### config.mk
export PLATFORM = sky130hd
export DESIGN_NAME = datamem_arbiter
export DESIGN_NICKNAME = d
export VERILOG_FILES = /design/src/rtl/datamem_arbiter.sv
export SDC_FILE = /design/constraint.sdc
export NUM_CORES = 1
export LEC_CHECK = 0
export ABC_AREA = 1
export BUFFER_PORTS_ARGS = -buffer_cell sky130_fd_sc_hd__buf_2
export CORE_MARGIN = 5
export CORE_UTILIZATION = 40
export DETAILED_ROUTE_END_ITERATION = 10
export GPL_TIMING_DRIVEN = 0
export MAX_ROUTING_LAYER = met4
export PLACE_DENSITY = 0.73
export SYNTH_ARGS = -nofsm -noshare
export SYNTH_HDL_FRONTEND = slang
export SYNTH_SLANG_ARGS = --single-unit
### constraint.sdc
create_clock -name clk -period 4.4 [get_ports clk]
set_input_delay 0.88 -clock clk [delete_from_list [all_inputs] [get_ports clk]]
set_output_delay 0.88 -clock clk [all_outputs]
set_load 0.01 [all_outputs]
### src/rtl/datamem_arbiter.sv
// Two-port round-robin arbiter with lock support in front of the data memory.
// Range-checks each access and returns read data/error one cycle after acceptance.
module datamem_arbiter #(
  parameter int unsigned MEM_SIZE         = 131072,
  parameter int unsigned USABLE_MEM_START = 32'h10000,
  parameter int unsigned LOCK_TIMEOUT     = 16
) (
  input  logic        clk,
  input  logic        rst,
  input  logic        req_valid_0,
  output logic        req_ready_0,
  input  logic [31:0] req_addr_0,
  input  logic [31:0] req_wdata_0,
  input  logic        req_wen_0,
  input  logic        req_lock_0,
  output logic        rsp_valid_0,
  output logic [31:0] rsp_rdata_0,
  output logic        rsp_err_0,
  input  logic        req_valid_1,
  output logic        req_ready_1,
  input  logic [31:0] req_addr_1,
  input  logic [31:0] req_wdata_1,
  input  logic        req_wen_1,
  input  logic        req_lock_1,
  output logic        rsp_valid_1,
  output logic [31:0] rsp_rdata_1,
  output logic        rsp_err_1,
  output logic [31:0] mem_addr,
  output logic [31:0] mem_wdata,
  output logic        mem_wen,
  input  logic [31:0] mem_dout
);

  localparam int CNT_W = $clog2(LOCK_TIMEOUT + 1);

  typedef enum logic [1:0] {
    UNLOCKED,
    LOCKED_0,
    LOCKED_1
  } lock_e;

  lock_e            lock_q, lock_d;
  logic             last_grant_q, last_grant_d;
  logic [CNT_W-1:0] idle_cnt_q, idle_cnt_d;

  logic             rsp_valid_0_q, rsp_valid_1_q;
  logic [31:0]      rsp_rdata_0_q, rsp_rdata_0_d;
  logic [31:0]      rsp_rdata_1_q, rsp_rdata_1_d;
  logic             rsp_err_0_q, rsp_err_0_d;
  logic             rsp_err_1_q, rsp_err_1_d;

  logic             gnt0, gnt1, gnt_any;
  logic [31:0]      sel_addr, sel_wdata;
  logic             sel_wen, sel_lock, legal;
  logic [32:0]      addr_end;
  logic [31:0]      rsp_data;

  // Grant selection: round-robin when unlocked, owner-only when locked.
  always_comb begin
    gnt0 = 1'b0;
    gnt1 = 1'b0;
    if (!rst) begin
      case (lock_q)
        UNLOCKED: begin
          if (req_valid_0 && req_valid_1) begin
            gnt0 = last_grant_q;
            gnt1 = !last_grant_q;
          end else begin
            gnt0 = req_valid_0;
            gnt1 = req_valid_1;
          end
        end
        LOCKED_0: gnt0 = req_valid_0;
        LOCKED_1: gnt1 = req_valid_1;
        default: ;
      endcase
    end
  end

  assign gnt_any   = gnt0 | gnt1;
  assign sel_addr  = gnt1 ? req_addr_1  : req_addr_0;
  assign sel_wdata = gnt1 ? req_wdata_1 : req_wdata_0;
  assign sel_wen   = gnt1 ? req_wen_1   : req_wen_0;
  assign sel_lock  = gnt1 ? req_lock_1  : req_lock_0;

  // 33-bit end address so accesses wrapping past 4 GiB are rejected.
  assign addr_end = {1'b0, sel_addr} + 33'd3;
  assign legal    = (sel_addr >= USABLE_MEM_START) &&
                    (addr_end <= (33'(MEM_SIZE) - 33'd1));
  assign rsp_data = legal ? mem_dout : 32'h0;

  assign req_ready_0 = gnt0;
  assign req_ready_1 = gnt1;
  assign mem_addr    = gnt_any ? sel_addr  : 32'h0;
  assign mem_wdata   = gnt_any ? sel_wdata : 32'h0;
  assign mem_wen     = gnt_any & sel_wen & legal;

  // Lock FSM and round-robin pointer next state.
  always_comb begin
    lock_d       = lock_q;
    idle_cnt_d   = idle_cnt_q;
    last_grant_d = last_grant_q;
    if (gnt_any) begin
      last_grant_d = gnt1;
    end
    case (lock_q)
      UNLOCKED: begin
        idle_cnt_d = '0;
        if (gnt_any && sel_lock) begin
          lock_d = gnt1 ? LOCKED_1 : LOCKED_0;
        end
      end
      LOCKED_0, LOCKED_1: begin
        if (gnt_any) begin
          idle_cnt_d = '0;
          if (!sel_lock) begin
            lock_d = UNLOCKED;
          end
        end else if (idle_cnt_q == CNT_W'(LOCK_TIMEOUT - 1)) begin
          lock_d     = UNLOCKED;
          idle_cnt_d = '0;
        end else begin
          idle_cnt_d = idle_cnt_q + CNT_W'(1);
        end
      end
      default: begin
        lock_d     = UNLOCKED;
        idle_cnt_d = '0;
      end
    endcase
  end

  always_comb begin
    rsp_rdata_0_d = rsp_rdata_0_q;
    rsp_err_0_d   = rsp_err_0_q;
    rsp_rdata_1_d = rsp_rdata_1_q;
    rsp_err_1_d   = rsp_err_1_q;
    if (gnt0) begin
      rsp_rdata_0_d = rsp_data;
      rsp_err_0_d   = !legal;
    end
    if (gnt1) begin
      rsp_rdata_1_d = rsp_data;
      rsp_err_1_d   = !legal;
    end
  end

  always_ff @(posedge clk) begin
    if (rst) begin
      lock_q        <= UNLOCKED;
      last_grant_q  <= 1'b1;
      idle_cnt_q    <= '0;
      rsp_valid_0_q <= 1'b0;
      rsp_valid_1_q <= 1'b0;
      rsp_rdata_0_q <= 32'h0;
      rsp_rdata_1_q <= 32'h0;
      rsp_err_0_q   <= 1'b0;
      rsp_err_1_q   <= 1'b0;
    end else begin
      lock_q        <= lock_d;
      last_grant_q  <= last_grant_d;
      idle_cnt_q    <= idle_cnt_d;
      rsp_valid_0_q <= gnt0;
      rsp_valid_1_q <= gnt1;
      rsp_rdata_0_q <= rsp_rdata_0_d;
      rsp_rdata_1_q <= rsp_rdata_1_d;
      rsp_err_0_q   <= rsp_err_0_d;
      rsp_err_1_q   <= rsp_err_1_d;
    end
  end

  assign rsp_valid_0 = rsp_valid_0_q;
  assign rsp_rdata_0 = rsp_rdata_0_q;
  assign rsp_err_0   = rsp_err_0_q;
  assign rsp_valid_1 = rsp_valid_1_q;
  assign rsp_rdata_1 = rsp_rdata_1_q;
  assign rsp_err_1   = rsp_err_1_q;

endmodule

==> run summary <==
• 43 — FP Rows
• 40.2% — switching share of power
• true — setup repair after global routing missed its margin
• 43.2% — growth of design area from synthesis to finish
• 330 ps — Clock Latency Late Sink
• buf_2 > inv_1 > nor2_8 > nand2_8 > buf_8 > nand2_2 > nand2_2 > ha_4 > inv_4 > nand3_4 > inv_4 > nand2_4 > nor2_4 > nand2_1 > nand2_1 > nand2_2 > inv_2 > nand3_2 > nand2_2 > nand2_1 > nor2_4 > nand2_2 > nor2_2 > buf_6 — critical path cell sequence
• flop to flop — worst hold path class
• 1.22 mW — net switching power of the design
• 28.2% — aggregate global-route resource usage
• 0 — count of warnings emitted by yosys
• 9 — number of buffers inserted during clock tree synthesis
• sky130_fd_sc_hd__nor2_4 — CP max-delay cell
• input pin to output port — Crit Path Class
• 3.03 mW — PnR Total Power
• 0 — global route overflow
• 0 — number of setup violations in the final report
• 3430 ps — worst path arrival time
• 232 MHz — peak clock frequency supported by timing
• 16400 um^2 — die outline area
• 60 ps — clock-pin slew on the worst setup and hold paths
• 1073 — Mapped Nets
• 7310 um^2 — standard cell area after detailed placement
• 97.8% — Final period util
• 27.3% — sequential area share after synthesis
• 7990 um^2 — final instance area
• 2 — maximum buffer depth of the clock tree
• 7 — largest driver fanout on the critical path
• 379 nW/um^2 — power density over the cells
• done — TritonCTS clock tree
• 6.21 um^2 — syn avg cell area
• 5 — DRT Pass-1 Iters
• 1.81 mW — cell internal power dissipation
• sky130_fd_sc_hd__buf_2 (301), sky130_fd_sc_hd__nand2_1 (270), sky130_fd_sc_hd__inv_1 (97) — commonest cells after routing, fill and taps aside
• 128 um — vertical die dimension
• 58.0% — final design utilization
• 1401 — Post-layout nets
• 0 ps — final setup TNS
• 0.000258 V — largest vdd supply drop
• 19300 um — post-detailed-placement half-perimeter wirelength
• 26.9% — share of power burned in registers
• 13800 um^2 — core area
• 6.13 ps — post-route clock skew
• sky130_fd_sc_hd__nand2_2 — most prevalent standard cell on the critical path
• 899 — Post-Syn Instances
• 35700 um — wire length of the first global-routing pass
• 626 ps — pin slew with the least headroom to its limit
• sky130_fd_sc_hd__clkbuf_16 — library cell used as clock root buffer
• 27 — R2R depth
• 6940 — vias in the first global route
• 1416 — Post-Layout Cell Count
• 5.20 — vias per std cell
• 32 — Cell variety after synth
• 495 — Detailed Route Iter0 Violations
• 5 — number of antenna violations at the first check in global routing
• 45.5% — combinational cell fraction of total power
• 0 — post-detailed-route count of antenna-violating nets
• 2 — cell depth of the worst min-delay path
• 0 — max cap viols
• 76 — FF+latch count, synth
• 23600 um — total wire length
• 4310 ps — min Tclk post-route
• complete, no violations — outcome
• 0 — number of hold-slack violations in the final timing report
• 4.33 nW — static leakage
• 35.8% — share of cells above drive strength 1
• 301 — input/output buffers
• output port — type of destination of the critical path
• sky130_fd_sc_hd__buf_2 — most common library cell in the layout ignoring fill and taps
• 14 — maximum number of pins on one net before global-route repair
• 3 — H-Tree Level Count
• 76 — CTS sink cnt
• 0 — DRC violation count after routing
• 1409 — number of fill cells
• 1380 — cell count after placement
• 3520 ps — required time of the worst setup path
• 40.5% — Initial Util
• 200 ps — highest cell delay on the worst timing path
• 0.948 — weighted congestion at the end of routability-driven global placement
• 128 um — die boundary width
• 58.2% — Relative slew margins
• 7363 — DR vias
• 0 — final slew viol count
• 5580 um^2 — netlist area before placement
• 27.6% — clock group share of total power
• 303 — number of top-level pins
• 16.7 um — Avg WL per Cell
• input pin — startpoint types
## power groups by stage
stage / Clock, mW / Sequential, mW / Combinational (mW)
final: 0.836 / 0.816 / 1.38
after global routing: 0.873 / 0.825 / 1.51
after CTS: 0.845 / 0.815 / 1.31
after detailed placement: 0 / 0.828 / 1.27
after global placement: 0 / 0.827 / 1.27
after floorplan: 0 / 0.862 / 0.735
## Yosys cell counts
cell | n | share of area (%)
sky130_fd_sc_hd__buf_6 | 9 | 1.8
sky130_fd_sc_hd__nor3b_1 | 1 | 0.13
sky130_fd_sc_hd__buf_4 | 6 | 0.81
sky130_fd_sc_hd__a21oi_1 | 35 | 3.1
sky130_fd_sc_hd__xor2_1 | 1 | 0.16
sky130_fd_sc_hd__a22o_1 | 33 | 5.2
sky130_fd_sc_hd__a22oi_1 | 2 | 0.27
sky130_fd_sc_hd__clkbuf_1 | 25 | 1.7
sky130_fd_sc_hd__clkinv_1 | 2 | 0.13
sky130_fd_sc_hd__buf_1 | 1 | 0.067
sky130_fd_sc_hd__inv_1 | 99 | 6.7
sky130_fd_sc_hd__inv_2 | 3 | 0.20
sky130_fd_sc_hd__nor3_2 | 1 | 0.18
sky130_fd_sc_hd__nor2_8 | 1 | 0.36
sky130_fd_sc_hd__o21ai_1 | 33 | 3.0
sky130_fd_sc_hd__nand3b_1 | 17 | 2.3
sky130_fd_sc_hd__nand4_1 | 17 | 1.9
sky130_fd_sc_hd__nor2_4 | 3 | 0.61
sky130_fd_sc_hd__nand3_1 | 70 | 6.3
sky130_fd_sc_hd__ha_1 | 6 | 1.3
sky130_fd_sc_hd__o21bai_1 | 1 | 0.13
sky130_fd_sc_hd__buf_2 | 5 | 0.45
sky130_fd_sc_hd__nand2_1 | 284 | 19
sky130_fd_sc_hd__nor2_1 | 75 | 5.0
sky130_fd_sc_hd__nand2_2 | 5 | 0.56
sky130_fd_sc_hd__o21ai_2 | 2 | 0.31
sky130_fd_sc_hd__nor2_2 | 9 | 1.0
sky130_fd_sc_hd__o31ai_1 | 1 | 0.13
sky130_fd_sc_hd__o21ai_0 | 43 | 3.9
sky130_fd_sc_hd__dfxtp_1 | 76 | 27
sky130_fd_sc_hd__nand3_2 | 31 | 5.6
sky130_fd_sc_hd__nand2_4 | 2 | 0.40
## path summary, 6_finish.rpt
path | from | end | slack, ps
setup / recovery | req_valid_1 | mem_wen | 90
hold / removal | rsp_rdata_1[4]$_SDFFE_PP0N_ | rsp_rdata_1[4]$_SDFFE_PP0N_ | 450
setup reg to reg | lock_q[1]$_SDFFE_PP0P_ | rsp_rdata_0[0]$_SDFFE_PP0P_ | 860
hold reg to reg | rsp_rdata_1[4]$_SDFFE_PP0N_ | rsp_rdata_1[4]$_SDFFE_PP0N_ | 450
## per-layer routing
metal / vias to the layer above / wire length, um / share of wire [%] / GRT usage (%)
li1: 3588 / - / - / -
met1: 3414 / 8930 / 38 / 31.5
met2: 299 / 12400 / 53 / 50.7
met3: 62 / 1330 / 5.6 / 3.96
met4: 0 / 946 / 4.0 / 10.7
met5: - / 0 / 0 / -
## area by class of cell
class | count | area [um^2] | share of cell area (%)
flip-flops and latches | 76 | 1520 | 19.0
inverters | 104 | 395 | 4.95
clock inverters | 6 | 113 | 1.41
repair buffers | 317 | 1660 | 20.8
plain buffers | 46 | 283 | 3.54
multi-input cells | 673 | 3550 | 44.5
clock buffers | 9 | 225 | 2.82
diodes | 5 | 12.5 | 0.157
well taps | 180 | 225 | 2.82
## state kept, by name, indices dropped and copies added, names as in the netlist
register	count
idle_cnt_q	5
last_grant_q	1
lock_q	2
rsp_err_0	1
rsp_err_1	1
rsp_rdata_0	32
rsp_rdata_1	32
rsp_valid_0	1
rsp_valid_1	1
## critical path: cells and delay by family
kind / cells / cell delay [ps]
buffers and inverters: 7 / 670
adders and majority gates: 1 / 180
and+or+nand+nor: 16 / 1660
## timing repair
item | CTS | global route
pin swaps | 8 | 12
hold buffers | 0 | 0
resized for setup | 16 | 38
setup endpoints to repair | 1 | 21
buffers inserted | 7 | 8
cloned | 0 | 1
## through the flow
| stage | hold WS, ps | worst slack, ps |
|---|---|---|
| final | 449 | 94.7 |
| after global routing | 470 | -59.5 |
| after CTS | 452 | 15.8 |
| after detailed placement | 439 | -446 |
| after global placement | 434 | -428 |
| after floorplan | 418 | 316 |
## logic make-up after synthesis
logic type / share of synthesized area [%]
buffers and inverters: 11.8
and+or+nand+nor: 43.4
xor gates and xnor gates: 0.157
AOI/OAI and AO/OA: 16.0
DFF: 27.3
adders and majority gates: 1.35
Note: power is estimated with default switching activity, not from simulation.
